`src/rtl/count_evt_capture.sv`:
```
// count_evt_capture
// Watches an up/down counter's output, detects compare-match and wrap-around
// events, and queues each as a {type,value} record in a small FIFO that drains
// over a valid/ready port. A record dropped on a full FIFO sets a sticky flag.

module count_evt_capture #(
   parameter int unsigned       WIDTH   = 32,
   parameter int unsigned       DEPTH   = 4,
   parameter logic [WIDTH-1:0]  CMP_RST = '0
) (
   input  logic                       clk,
   input  logic                       rst,
   input  logic                       mode,
   input  logic                       load,
   input  logic [WIDTH-1:0]           count_in,
   input  logic                       cmp_wr,
   input  logic [WIDTH-1:0]           cmp_val,
   output logic                       ev_valid,
   input  logic                       ev_ready,
   output logic [1:0]                 ev_type,
   output logic [WIDTH-1:0]           ev_value,
   output logic [$clog2(DEPTH):0]     ev_count,
   output logic                       ovf,
   input  logic                       ovf_clr
);

   localparam int unsigned      AW       = $clog2(DEPTH);
   localparam int unsigned      CW       = AW + 1;
   localparam int unsigned      RW       = WIDTH + 2;
   localparam logic [CW-1:0]    FULL_CNT = CW'(DEPTH);
   localparam logic [WIDTH-1:0] ALL_ONES = '1;
   localparam logic [WIDTH-1:0] ALL_ZERO = '0;

   // Sampling and compare state
   logic [WIDTH-1:0] prev_q,     prev_d;
   logic             prev_vld_q, prev_vld_d;
   logic             ld_q,       ld_d;
   logic [WIDTH-1:0] cmp_q,      cmp_d;

   // FIFO control state
   logic [AW-1:0]    wr_ptr_q,   wr_ptr_d;
   logic [AW-1:0]    rd_ptr_q,   rd_ptr_d;
   logic [CW-1:0]    count_q,    count_d;
   logic             ovf_q,      ovf_d;

   // FIFO storage, one {type,value} record per entry
   logic [RW-1:0]    mem_q [DEPTH];
   logic [RW-1:0]    rec_d;
   logic [RW-1:0]    head;

   // Event detection and FIFO handshake terms
   logic             is_match;
   logic             is_wrap;
   logic             up_wrap;
   logic             down_wrap;
   logic             ev_push;
   logic             ev_pop;
   logic             fifo_full;
   logic             push_ok;
   logic             push_drop;

   // Detect match/wrap against the previous sample and the active compare value
   always_comb begin
      is_match  = (count_in == cmp_q) && (!prev_vld_q || (count_in != prev_q));
      up_wrap   = mode  && (prev_q == ALL_ONES) && (count_in == ALL_ZERO);
      down_wrap = !mode && (prev_q == ALL_ZERO) && (count_in == ALL_ONES);
      // A jump caused by a load (this cycle or last) is never a wrap
      is_wrap   = prev_vld_q && !ld_q && !load && (up_wrap || down_wrap);
      ev_push   = is_match || is_wrap;
      rec_d     = {is_wrap, is_match, count_in};
   end

   // Push/pop arbitration; a pop frees the slot for a same-cycle push when full
   always_comb begin
      fifo_full = (count_q == FULL_CNT);
      ev_pop    = (count_q != '0) && ev_ready;
      push_ok   = ev_push && (!fifo_full || ev_pop);
      push_drop = ev_push && fifo_full && !ev_pop;
   end

   // Next-state for sampling registers, compare register and FIFO bookkeeping
   always_comb begin
      prev_d     = count_in;
      prev_vld_d = 1'b1;
      ld_d       = load;
      cmp_d      = cmp_wr ? cmp_val : cmp_q;

      wr_ptr_d   = push_ok ? wr_ptr_q + 1'b1 : wr_ptr_q;
      rd_ptr_d   = ev_pop  ? rd_ptr_q + 1'b1 : rd_ptr_q;

      count_d    = count_q;
      case ({push_ok, ev_pop})
         2'b10:   count_d = count_q + 1'b1;
         2'b01:   count_d = count_q - 1'b1;
         default: count_d = count_q;
      endcase

      // A drop in the same cycle as a clear leaves the flag set
      ovf_d = ovf_q;
      if (push_drop) begin
         ovf_d = 1'b1;
      end else if (ovf_clr) begin
         ovf_d = 1'b0;
      end
   end

   // Control registers with synchronous reset
   always_ff @(posedge clk) begin
      if (rst) begin
         prev_q     <= '0;
         prev_vld_q <= 1'b0;
         ld_q       <= 1'b0;
         cmp_q      <= CMP_RST;
         wr_ptr_q   <= '0;
         rd_ptr_q   <= '0;
         count_q    <= '0;
         ovf_q      <= 1'b0;
      end else begin
         prev_q     <= prev_d;
         prev_vld_q <= prev_vld_d;
         ld_q       <= ld_d;
         cmp_q      <= cmp_d;
         wr_ptr_q   <= wr_ptr_d;
         rd_ptr_q   <= rd_ptr_d;
         count_q    <= count_d;
         ovf_q      <= ovf_d;
      end
   end

   // Record storage; no reset needed since occupancy gates every read
   always_ff @(posedge clk) begin
      if (push_ok && !rst) begin
         mem_q[wr_ptr_q] <= rec_d;
      end
   end

   // Head of queue is presented directly so a record is visible the cycle after its push
   always_comb begin
      head     = mem_q[rd_ptr_q];
      ev_valid = (count_q != '0);
      ev_type  = head[RW-1:WIDTH];
      ev_value = head[WIDTH-1:0];
      ev_count = count_q;
      ovf      = ovf_q;
   end

endmodule

```
`config.mk`:
```
export PLATFORM = sky130hd
export DESIGN_NAME = count_evt_capture
export DESIGN_NICKNAME = d
export VERILOG_FILES = /design/src/rtl/count_evt_capture.sv
export SDC_FILE = /design/constraint.sdc
export NUM_CORES = 1
export LEC_CHECK = 0
export BUFFER_PORTS_ARGS = -buffer_cell sky130_fd_sc_hd__buf_4
export CAP_MARGIN = 30
export CORE_MARGIN = 1.5
export CORE_UTILIZATION = 55
export CTS_CLUSTER_DIAMETER = 60
export CTS_CLUSTER_SIZE = 16
export DETAILED_ROUTE_END_ITERATION = 10
export HOLD_SLACK_MARGIN = 0.1
export PLACE_DENSITY_LB_ADDON = 0.08
export RECOVER_POWER = 100
export SLEW_MARGIN = 15
export SYNTH_ARGS = -nofsm -noshare
export SYNTH_HDL_FRONTEND = slang
export SYNTH_SLANG_ARGS = --single-unit
```
`constraint.sdc`:
```
create_clock -name clk -period 6.64 [get_ports clk]
set_clock_uncertainty 0.15 [all_clocks]
set_input_delay 1.328 -clock clk [delete_from_list [all_inputs] [get_ports clk]]
set_output_delay 1.328 -clock clk [all_outputs]
set_load 0.02 [all_outputs]
```
==> flow_metrics.env, run 1 <==
export IMPL_wl_um=20820
export IMPL_ios=110
export IMPL_die_area_um2=17130
export IMPL_grt_antenna_before_repair=0
export IMPL_crit_path_max_fanout=10
export IMPL_startpoint_type="primary input"
export IMPL_dp_hpwl_um=14140
export IMPL_syn_nets=694
export IMPL_required_ns=6.69
export IMPL_path_cells="clkbuf_1 > or2b_1 > o2111ai_1 > or4_2 > nor4_1 > o21ai_0 > nor2_1 > fa_1 > nand3_1 > mux2_1 > a31oi_1"
export IMPL_grt_busiest_layer="met2"
export IMPL_critPathKind="in2reg"
export IMPL_drc=0
export IMPL_ys_seq_elements=212
export IMPL_vias_per_cell=5.911
export IMPL_violations="max-capacitance violations, max-slew violations"
export IMPL_post_cts_setup_buffers=0
export IMPL_cap_violations=1
export IMPL_hold_path_class="reg2reg"
export IMPL_cts_made_buffers=17
export IMPL_hold_depth=2
export IMPL_synthArstFlopShare=0
export IMPL_peakVddDrop_v=0.0002241
export IMPL_finalSetupViolCount=0
export IMPL_cellPowerDensity_nw_per_um2=248.8
export IMPL_r2r_start="prev_q[19]"
export IMPL_core_area_um2=15940
export IMPL_ys_flop_type="edfxtp_1"
export IMPL_max_stage_delay_ns=0.78
export IMPL_final_max_slew_viol_count=77
export IMPL_final_common_cell="edfxtp_1"
export IMPL_min_delay_start="wr_ptr_q[1]"
export IMPL_use_met3=0.03583
export IMPL_initial_core_util=0.5644
export IMPL_std_cell_rows=46
export IMPL_drt_pass1_iter_count=6
export IMPL_ctsHoldBuffers=0
export IMPL_nets=797
export IMPL_crit_slowest_cell="nor4_1"
export IMPL_insertion_delay_ns=0.47
export IMPL_drtAntennaViolNets=0
export IMPL_grt_first_pass_wirelength_um=31540
export IMPL_cts_root_buf="clkbuf_16"
export IMPL_num_vias=5598
export IMPL_netlist_instances=618
export IMPL_endpoint_kind="register"
export IMPL_grt_usage=0.2482
export IMPL_path_clk_slew_ns=0.07
export IMPL_layout_drive_gt1_share=0.1505
export IMPL_p_leak_nw=3.409
export IMPL_htree_levels=1
export IMPL_grt_max_degree=77
export IMPL_synth_edf_count=136
export IMPL_cts_sinks=212
export IMPL_fin_cells=947
export IMPL_gr_usage_met1=0.3428
export IMPL_grtUsageMet2=0.4204
export IMPL_r2r_end="ev_count[1]"
export IMPL_cts_tree="yes"
export IMPL_status="finished, violations left"
export IMPL_antenna_cells=0
export IMPL_max_freq_ghz=0.1984
export IMPL_finalSetupTns_ns=0
export IMPL_hold_viol=0
export IMPL_syn_avg_cell_area_um2=14.56
export IMPL_worst_slew_pin_slew_ns=3.332
export IMPL_grt_overflow_total=0
export IMPL_cts_resized=0
export IMPL_dieWidth_um=130.9
export IMPL_clockBufferDepth=3
export IMPL_layout_common_cells="edfxtp_1, clkbuf_1, dfxtp_1, nor2b_1, buf_4"
export IMPL_r2r_slack_ns=2.55
export IMPL_rsz0062_at_grt="false"
export IMPL_yosys_warnings=0
export IMPL_slew_headroom=-1.222
export IMPL_syn_to_final_growth_pct=13.27
export IMPL_ys_types=53
export IMPL_synth_seq_area_share=0.6230
export IMPL_r2r_cells=10
export IMPL_period_minus_slack_ns=5.041
export IMPL_io_buffer_count=109
export IMPL_die_h_um=130.9
export IMPL_finalWeightedCongestion=0.8809
export IMPL_min_period_over_period=0.7592
export IMPL_routedWlPerCell_um=21.98
export IMPL_dp_cells=918
export IMPL_syn_area_um2=8997
export IMPL_hold_path_endpoint="wr_ptr_q[1]"
export IMPL_grt_pass1_vias=5560
export IMPL_drt_iter0_drc=415
export IMPL_cp_arrival_ns=5.09
[through the flow]
step / setup slack (ns) / utilization / total power, mW / hold WS, ns / area [µm²]
final: 1.599 / 0.6392 / 2.536 / 0.3570 / 10190
after floorplan: 2.428 / - / 1.555 / 0.3177 / 8997
after CTS: 2.827 / 0.6586 / 2.562 / 0.3558 / 10500
after detailed placement: 2.332 / 0.6276 / 1.638 / 0.3449 / 10010
after global routing: 1.286 / 0.6392 / 2.613 / 0.3841 / 10190
after global placement: 2.407 / 0.6276 / 1.635 / 0.3337 / 10010
[cells by family after synthesis]
family,count (synthesis),synth area share
AO/OA/AOI/OAI,10,0.01113
AND/OR/NAND/NOR,234,0.1663
flip-flops,212,0.6230
XOR/XNOR,49,0.04770
adder cells (fa/ha/maj),5,0.007788
multiplexers,71,0.1275
buffers and inverters,37,0.01655
[cell usage after synthesis, drive strengths merged (4+ instances only)]
cell type,number,area [µm²]
nor2b,56,350.3
nor4bb,12,120.1
ha,4,50.05
nor4b,5,50.04
mux2i,34,340.3
nand2b,11,68.82
nand4,30,187.7
nand2,7,26.28
dfxtp,76,1521
inv,6,22.52
nor2,42,157.7
mux4,34,765.7
clkbuf,19,71.32
or4,4,33.78
nand3,8,40.04
and4b,4,40.04
nor4,20,146.4
and3,7,43.79
nor3,5,25.02
xnor2,37,324.1
buf,12,55.05
and4,4,35.03
xor2,12,105.1
edfxtp,136,4084
[how the worst max path moves through the flow]
stage | startpoint | to | slack, ns | cells past startpoint
floorplan | count_in[23] | mem_q[1][0] | 2.43 | 8
global placement | load | ev_count[2] | 2.41 | 11
detailed placement | load | mem_q[0][5] | 2.33 | 8
CTS | load | mem_q[0][9] | 2.83 | 8
global route | rst | mem_q[3][3] | 1.29 | 4
finish | count_in[4] | ev_count[1] | 1.60 | 11
[critical path, delay by kind of cell]
family	cells	cell delay [ns]
AOI/OAI and AO/OA	3	0.70
buffers and inverters	1	0.42
and+or+nand+nor	5	2.03
muxes	1	0.14
adders and majority gates	1	0.47
[final cells by class]
| cell class | instances | area (µm²) |
|---|---|---|
| clock buffers | 27 | 484.2 |
| clock inverters | 2 | 10.01 |
| fillers | 1229 | 5752 |
| inverters | 6 | 22.52 |
| multi-input cells | 369 | 3201 |
| flip-flops and latches | 212 | 5607 |
| well taps | 216 | 270.3 |
| repair buffers | 115 | 596.8 |
[state kept, by name, summed over array words and instances, names as in the netlist, named ones only]
signal,flops
prev_vld_q,1
ovf,1
mem_q,136
rd_ptr_q,2
prev_q,32
ev_count,3
ld_q,1
cmp_q,32
wr_ptr_q,2
[per-layer routing]
layer	vias to the layer above	share of wire
li1	2550	-
met1	2801	0.44
met2	215	0.48
met3	32	0.054
met4	0	0.022
met5	-	0
[power by group]
group | switching, mW | leakage, nW | total, mW | internal [mW]
sequential | 0.0249 | 1.85 | 1.45 | 1.42
combinational | 0.0867 | 1.32 | 0.156 | 0.0697
clock | 0.431 | 0.240 | 0.933 | 0.502
No activity file was read; power rests on OpenSTA's default activity.
==> inputs of run 2 (changes only) <==
==> constraint.sdc (replaced) <==
create_clock -name clk -period 4.8 [get_ports clk]
set_clock_uncertainty 0.15 [all_clocks]
set_input_delay 0.96 -clock clk [delete_from_list [all_inputs] [get_ports clk]]
set_output_delay 0.96 -clock clk [all_outputs]
set_load 0.02 [all_outputs]
==> flow_metrics.env, run 2 (synthesis results as in run 1) <==
export IMPL_status="finished, violations left"
export IMPL_violations="max-capacitance violations, max-slew violations"
export IMPL_crit_path_max_fanout=10
export IMPL_dpl_worst_slack_ns=0.8407
export IMPL_endpoint_kind="register"
export IMPL_place_area_um2=10060
export IMPL_drt_iter0_drc=407
export IMPL_hold_viol=0
export IMPL_slew_headroom=-0.5105
export IMPL_dp_hpwl_um=14760
export IMPL_grt_max_degree=77
export IMPL_reg_top3="mem_q (136), cmp_q (32), prev_q (32)"
export IMPL_dp_cells=919
export IMPL_post_cts_setup_buffers=0
export IMPL_cp_arrival_ns=4.15
export IMPL_peakVddDrop_v=0.0003241
export IMPL_grt_overflow_total=0
export IMPL_min_period_over_period=0.8273
export IMPL_p_total_mw=3.476
export IMPL_drt_pass1_iter_count=5
export IMPL_cts_root_buf="clkbuf_16"
export IMPL_finalSetupViolCount=0
export IMPL_cts_tree="yes"
export IMPL_layout_drive_gt1_share=0.1534
export IMPL_core_area_um2=15940
export IMPL_finalSetupTns_ns=0
export IMPL_hold_path_class="reg2reg"
export IMPL_postLayoutCellArea_um2=10240
export IMPL_layout_common_cells="edfxtp_1, dfxtp_1, clkbuf_1, nor2b_1, buf_4"
export IMPL_drtAntennaViolNets=0
export IMPL_final_util=0.6422
export IMPL_ios=110
export IMPL_drc=0
export IMPL_wl_um=21960
export IMPL_die_h_um=130.9
export IMPL_io_buffer_count=109
export IMPL_grt_pass1_vias=5733
export IMPL_num_vias=5634
export IMPL_finalWeightedCongestion=0.9009
export IMPL_antenna_cells=0
export IMPL_p_leak_nw=3.414
export IMPL_nets=798
export IMPL_setup_slack_ns=0.8288
export IMPL_cap_violations=1
export IMPL_cellPowerDensity_nw_per_um2=339.5
export IMPL_die_area_um2=17130
export IMPL_syn_to_final_growth_pct=13.80
export IMPL_path_clk_slew_ns=0.07
export IMPL_period_minus_slack_ns=3.971
export IMPL_cts_made_buffers=17
export IMPL_cts_resized=0
export IMPL_max_freq_ghz=0.2518
export IMPL_fin_cells=946
export IMPL_rsz0062_at_grt="false"
export IMPL_startpoint_type="primary input"
export IMPL_ctsHoldBuffers=0
export IMPL_insertion_delay_ns=0.48
export IMPL_fillers=1261
export IMPL_largest_register_ff_count=136
export IMPL_std_cell_rows=46
export IMPL_grt_antenna_before_repair=0
export IMPL_hold_slack_ns=0.3614
export IMPL_final_max_slew_viol_count=33
export IMPL_critPathKind="in2reg"
export IMPL_worst_slew_pin_slew_ns=2.266
export IMPL_cts_sinks=212
export IMPL_initial_core_util=0.5644
export IMPL_htree_levels=1
export IMPL_top_register="mem_q"
export IMPL_grt_first_pass_wirelength_um=33130
export IMPL_dieWidth_um=130.9
export IMPL_vias_per_cell=5.956
export IMPL_final_common_cell="edfxtp_1"
export IMPL_required_ns=4.98
export IMPL_grt_usage=0.2628
export IMPL_routedWlPerCell_um=23.22
export IMPL_clockBufferDepth=3
## run 2: area by class of cell
cell class,count,area (µm²),share of cell area
flip-flops and latches,212,5605,0.5475
inverters,6,22.52,0.002200
clock inverters,3,16.27,0.001589
multi-input cells,369,3211,0.3136
repair buffers,116,661.9,0.06465
clock buffers,24,451.7,0.04412
well taps,216,270.3,0.02640
## run 2: metal layers
| layer | track usage | part of all wire | up-vias |
|---|---|---|---|
| li1 | - | - | 2558 |
| met1 | 0.3492 | 0.43 | 2832 |
| met2 | 0.4437 | 0.49 | 215 |
| met3 | 0.03909 | 0.056 | 29 |
| met4 | 0.09502 | 0.024 | 0 |
| met5 | 0 | 0 | - |
## run 2: final timing paths
check,endpoint,depth (start not counted),slack [ns],from
max,ev_count[1],11,0.83,count_in[0]
min,wr_ptr_q[1],2,0.36,wr_ptr_q[1]
max reg2reg,ev_count[1],10,1.44,prev_q[19]
min reg2reg,wr_ptr_q[1],2,0.36,wr_ptr_q[1]
## run 2: worst max-delay path, cell delays in order
cell and delay, ns:
clkbuf_1 0.44, nand2b_1 0.23, nand4bb_1 0.16, or4_4 0.53, nor4_1 0.74, o21ai_4 0.17, nor2_1 0.16, fa_1 0.46
nand3_1 0.09, mux2_1 0.14, a31oi_1 0.08
## run 2: where the power goes
part | switching, mW | total, mW | internal (mW)
sequential | 0.0343 | 2.00 | 1.97
clock | 0.601 | 1.26 | 0.655
combinational | 0.123 | 0.220 | 0.0967
total | 0.759 | 3.48 | 2.72
==> inputs of run 3 (changes only) <==
--- a/config.mk
+++ b/config.mk
@@ -8,7 +8,7 @@
 export BUFFER_PORTS_ARGS = -buffer_cell sky130_fd_sc_hd__buf_4
 export CAP_MARGIN = 30
 export CORE_MARGIN = 1.5
-export CORE_UTILIZATION = 55
+export CORE_UTILIZATION = 52
 export CTS_CLUSTER_DIAMETER = 60
 export CTS_CLUSTER_SIZE = 16
 export DETAILED_ROUTE_END_ITERATION = 10
==> constraint.sdc (replaced) <==
create_clock -name clk -period 3.2 [get_ports clk]
set_clock_uncertainty 0.15 [all_clocks]
set_input_delay 0.64 -clock clk [delete_from_list [all_inputs] [get_ports clk]]
set_output_delay 0.64 -clock clk [all_outputs]
set_load 0.02 [all_outputs]
==> flow_metrics.env, run 3 (synthesis results as in run 1) <==
export IMPL_worst_slew_pin_slew_ns=1.282
export IMPL_crit_path_max_fanout=5
export IMPL_cts_root_buf="clkbuf_16"
export IMPL_grt_first_pass_wirelength_um=35510
export IMPL_ctsHoldBuffers=0
export IMPL_core_area_um2=16760
export IMPL_final_common_cell="edfxtp_1"
export IMPL_antenna_cells=0
export IMPL_hold_viol=0
export IMPL_peakVddDrop_v=0.0003402
export IMPL_finalSetupTns_ns=0
export IMPL_drtAntennaViolNets=0
export IMPL_layout_drive_gt1_share=0.2308
export IMPL_max_stage_delay_ns=0.39
export IMPL_grt_pass1_vias=6161
export IMPL_htree_levels=1
export IMPL_period_minus_slack_ns=3.082
export IMPL_min_period_over_period=0.9632
export IMPL_io_buffer_count=109
export IMPL_status="finished clean"
export IMPL_clockBufferDepth=3
export IMPL_gr_usage_met1=0.3718
export IMPL_grt_usage=0.2635
export IMPL_p_leak_nw=3.749
export IMPL_final_max_slew_viol_count=0
export IMPL_required_ns=3.41
export IMPL_path_buf_inv=2
export IMPL_critPathMostFrequentCell="clkbuf_1"
export IMPL_post_cts_setup_buffers=0
export IMPL_nets=859
export IMPL_startpoint_type="primary input"
export IMPL_rsz0062_at_grt="false"
export IMPL_reg_top3="mem_q (136), cmp_q (32), prev_q (32)"
export IMPL_finalSetupViolCount=0
export IMPL_p_total_mw=5.355
export IMPL_die_h_um=134.5
export IMPL_cap_violations=0
export IMPL_hold_depth=3
export IMPL_path_depth=12
export IMPL_hold_path_class="in2reg"
export IMPL_drt_pass1_iter_count=5
export IMPL_std_cell_rows=47
export IMPL_dieWidth_um=134.5
export IMPL_dp_hpwl_um=16680
export IMPL_cts_tree="yes"
export IMPL_largest_register_ff_count=136
export IMPL_grt_overflow_total=0
export IMPL_grt_max_degree=35
export IMPL_drc=0
export IMPL_insertion_delay_ns=0.49
export IMPL_cts_sinks=212
export IMPL_ios=110
export IMPL_max_freq_ghz=0.3244
export IMPL_r2r_cells=8
export IMPL_routedWlPerCell_um=22.66
export IMPL_path_cells="clkbuf_1 > xnor2_2 > nand4_1 > nor4_2 > nand2_1 > clkbuf_1 > o21ai_4 > nor2_1 > fa_1 > and3_1 > mux2i_1 > mux2_1"
export IMPL_grtUsageMet2=0.4345
export IMPL_finalWeightedCongestion=0.9053
export IMPL_wl_um=22950
export IMPL_fillers=1318
export IMPL_syn_to_final_growth_pct=19.41
export IMPL_cts_made_buffers=17
export IMPL_die_area_um2=18100
export IMPL_grt_busiest_layer="met2"
export IMPL_path_clk_slew_ns=0.07
export IMPL_initial_core_util=0.5368
export IMPL_top_register="mem_q"
export IMPL_layout_common_cells="edfxtp_1, clkbuf_1, dfxtp_1, buf_4, nor2b_1"
export IMPL_crit_family="simple AND/OR/NAND/NOR gates"
export IMPL_critPathKind="in2reg"
export IMPL_cellPowerDensity_nw_per_um2=498.5
export IMPL_grt_antenna_before_repair=0
export IMPL_drt_iter0_drc=317
export IMPL_crit_slowest_cell="nor4_2"
export IMPL_cp_arrival_ns=3.29
export IMPL_slew_headroom=0.1456
export IMPL_endpoint_kind="register"
export IMPL_vias_per_cell=5.774
export IMPL_use_met3=0.03153
export IMPL_num_vias=5849
run 3: cell count changes in the layout (fill, tap and decap cells not counted), moves of 2 or more:
cell | before | now
buf_4 | 43 | 74
clkbuf_2 | 0 | 26
and3_1 | 7 | 5
and3_2 | 0 | 2
buf_8 | 0 | 2
mux2_4 | 0 | 2
nor4_1 | 19 | 17
run 3: where the power goes:
| group | switching, mW | total (mW) | internal (mW) |
|---|---|---|---|
| clock network | 0.897 | 1.97 | 1.08 |
| registers | 0.0504 | 3.00 | 2.95 |
| logic | 0.205 | 0.384 | 0.179 |
run 3: tightest hold or removal path, cell delays in order:
cell,delay [ns]
buf_4,0.08
mux2i_1,0.05
nor2_1,0.07
run 3: metal layers:
layer	vias to the layer above	part of all wire
met5	-	0
met4	0	0.024
met3	34	0.051
met2	213	0.48
met1	2924	0.45
li1	2678	-
run 3: through the flow:
step	std cells	hold WS (ns)	instance area (µm²)	utilization	worst slack (ns)
global placement	984	0.3272	10580	0.6314	-0.4036
finish	1013	0.2408	10740	0.6411	0.1176
CTS	1013	0.2294	11090	0.6619	0.03001
floorplan	618	0.3177	9002	-	0.03000
detailed placement	984	0.3442	10580	0.6314	-0.4436
global route	1013	0.2397	10740	0.6411	0.01964
run 3: cell type report:
class / count / area, µm² / share of cell area
flip-flops and latches: 212 / 5607 / 0.5218
multi-input cells: 369 / 3252 / 0.3027
repair buffers: 177 / 1082 / 0.1007
clock buffers: 25 / 455.4 / 0.04239
well taps: 220 / 275.3 / 0.02562
clock inverters: 4 / 50.05 / 0.004658
inverters: 6 / 22.52 / 0.002096
run 3: final timing paths:
check | endpoint | startpoint | slack, ns
worst max register to register | mem_q[3][29] | prev_q[29] | 0.14
worst min register to register | wr_ptr_q[1] | wr_ptr_q[1] | 0.35
worst max-delay path | ev_count[2] | count_in[16] | 0.12
worst min-delay path | cmp_q[3] | cmp_val[3] | 0.24
run 3: what timing repair did:
| action | 4_1_cts | 5_1_grt |
|---|---|---|
| pin swaps | 0 | 0 |
| endpoints found under the setup margin | 2 | 2 |
| gates resized for setup | 1 | 2 |
| hold endpoints to repair | 0 | 0 |
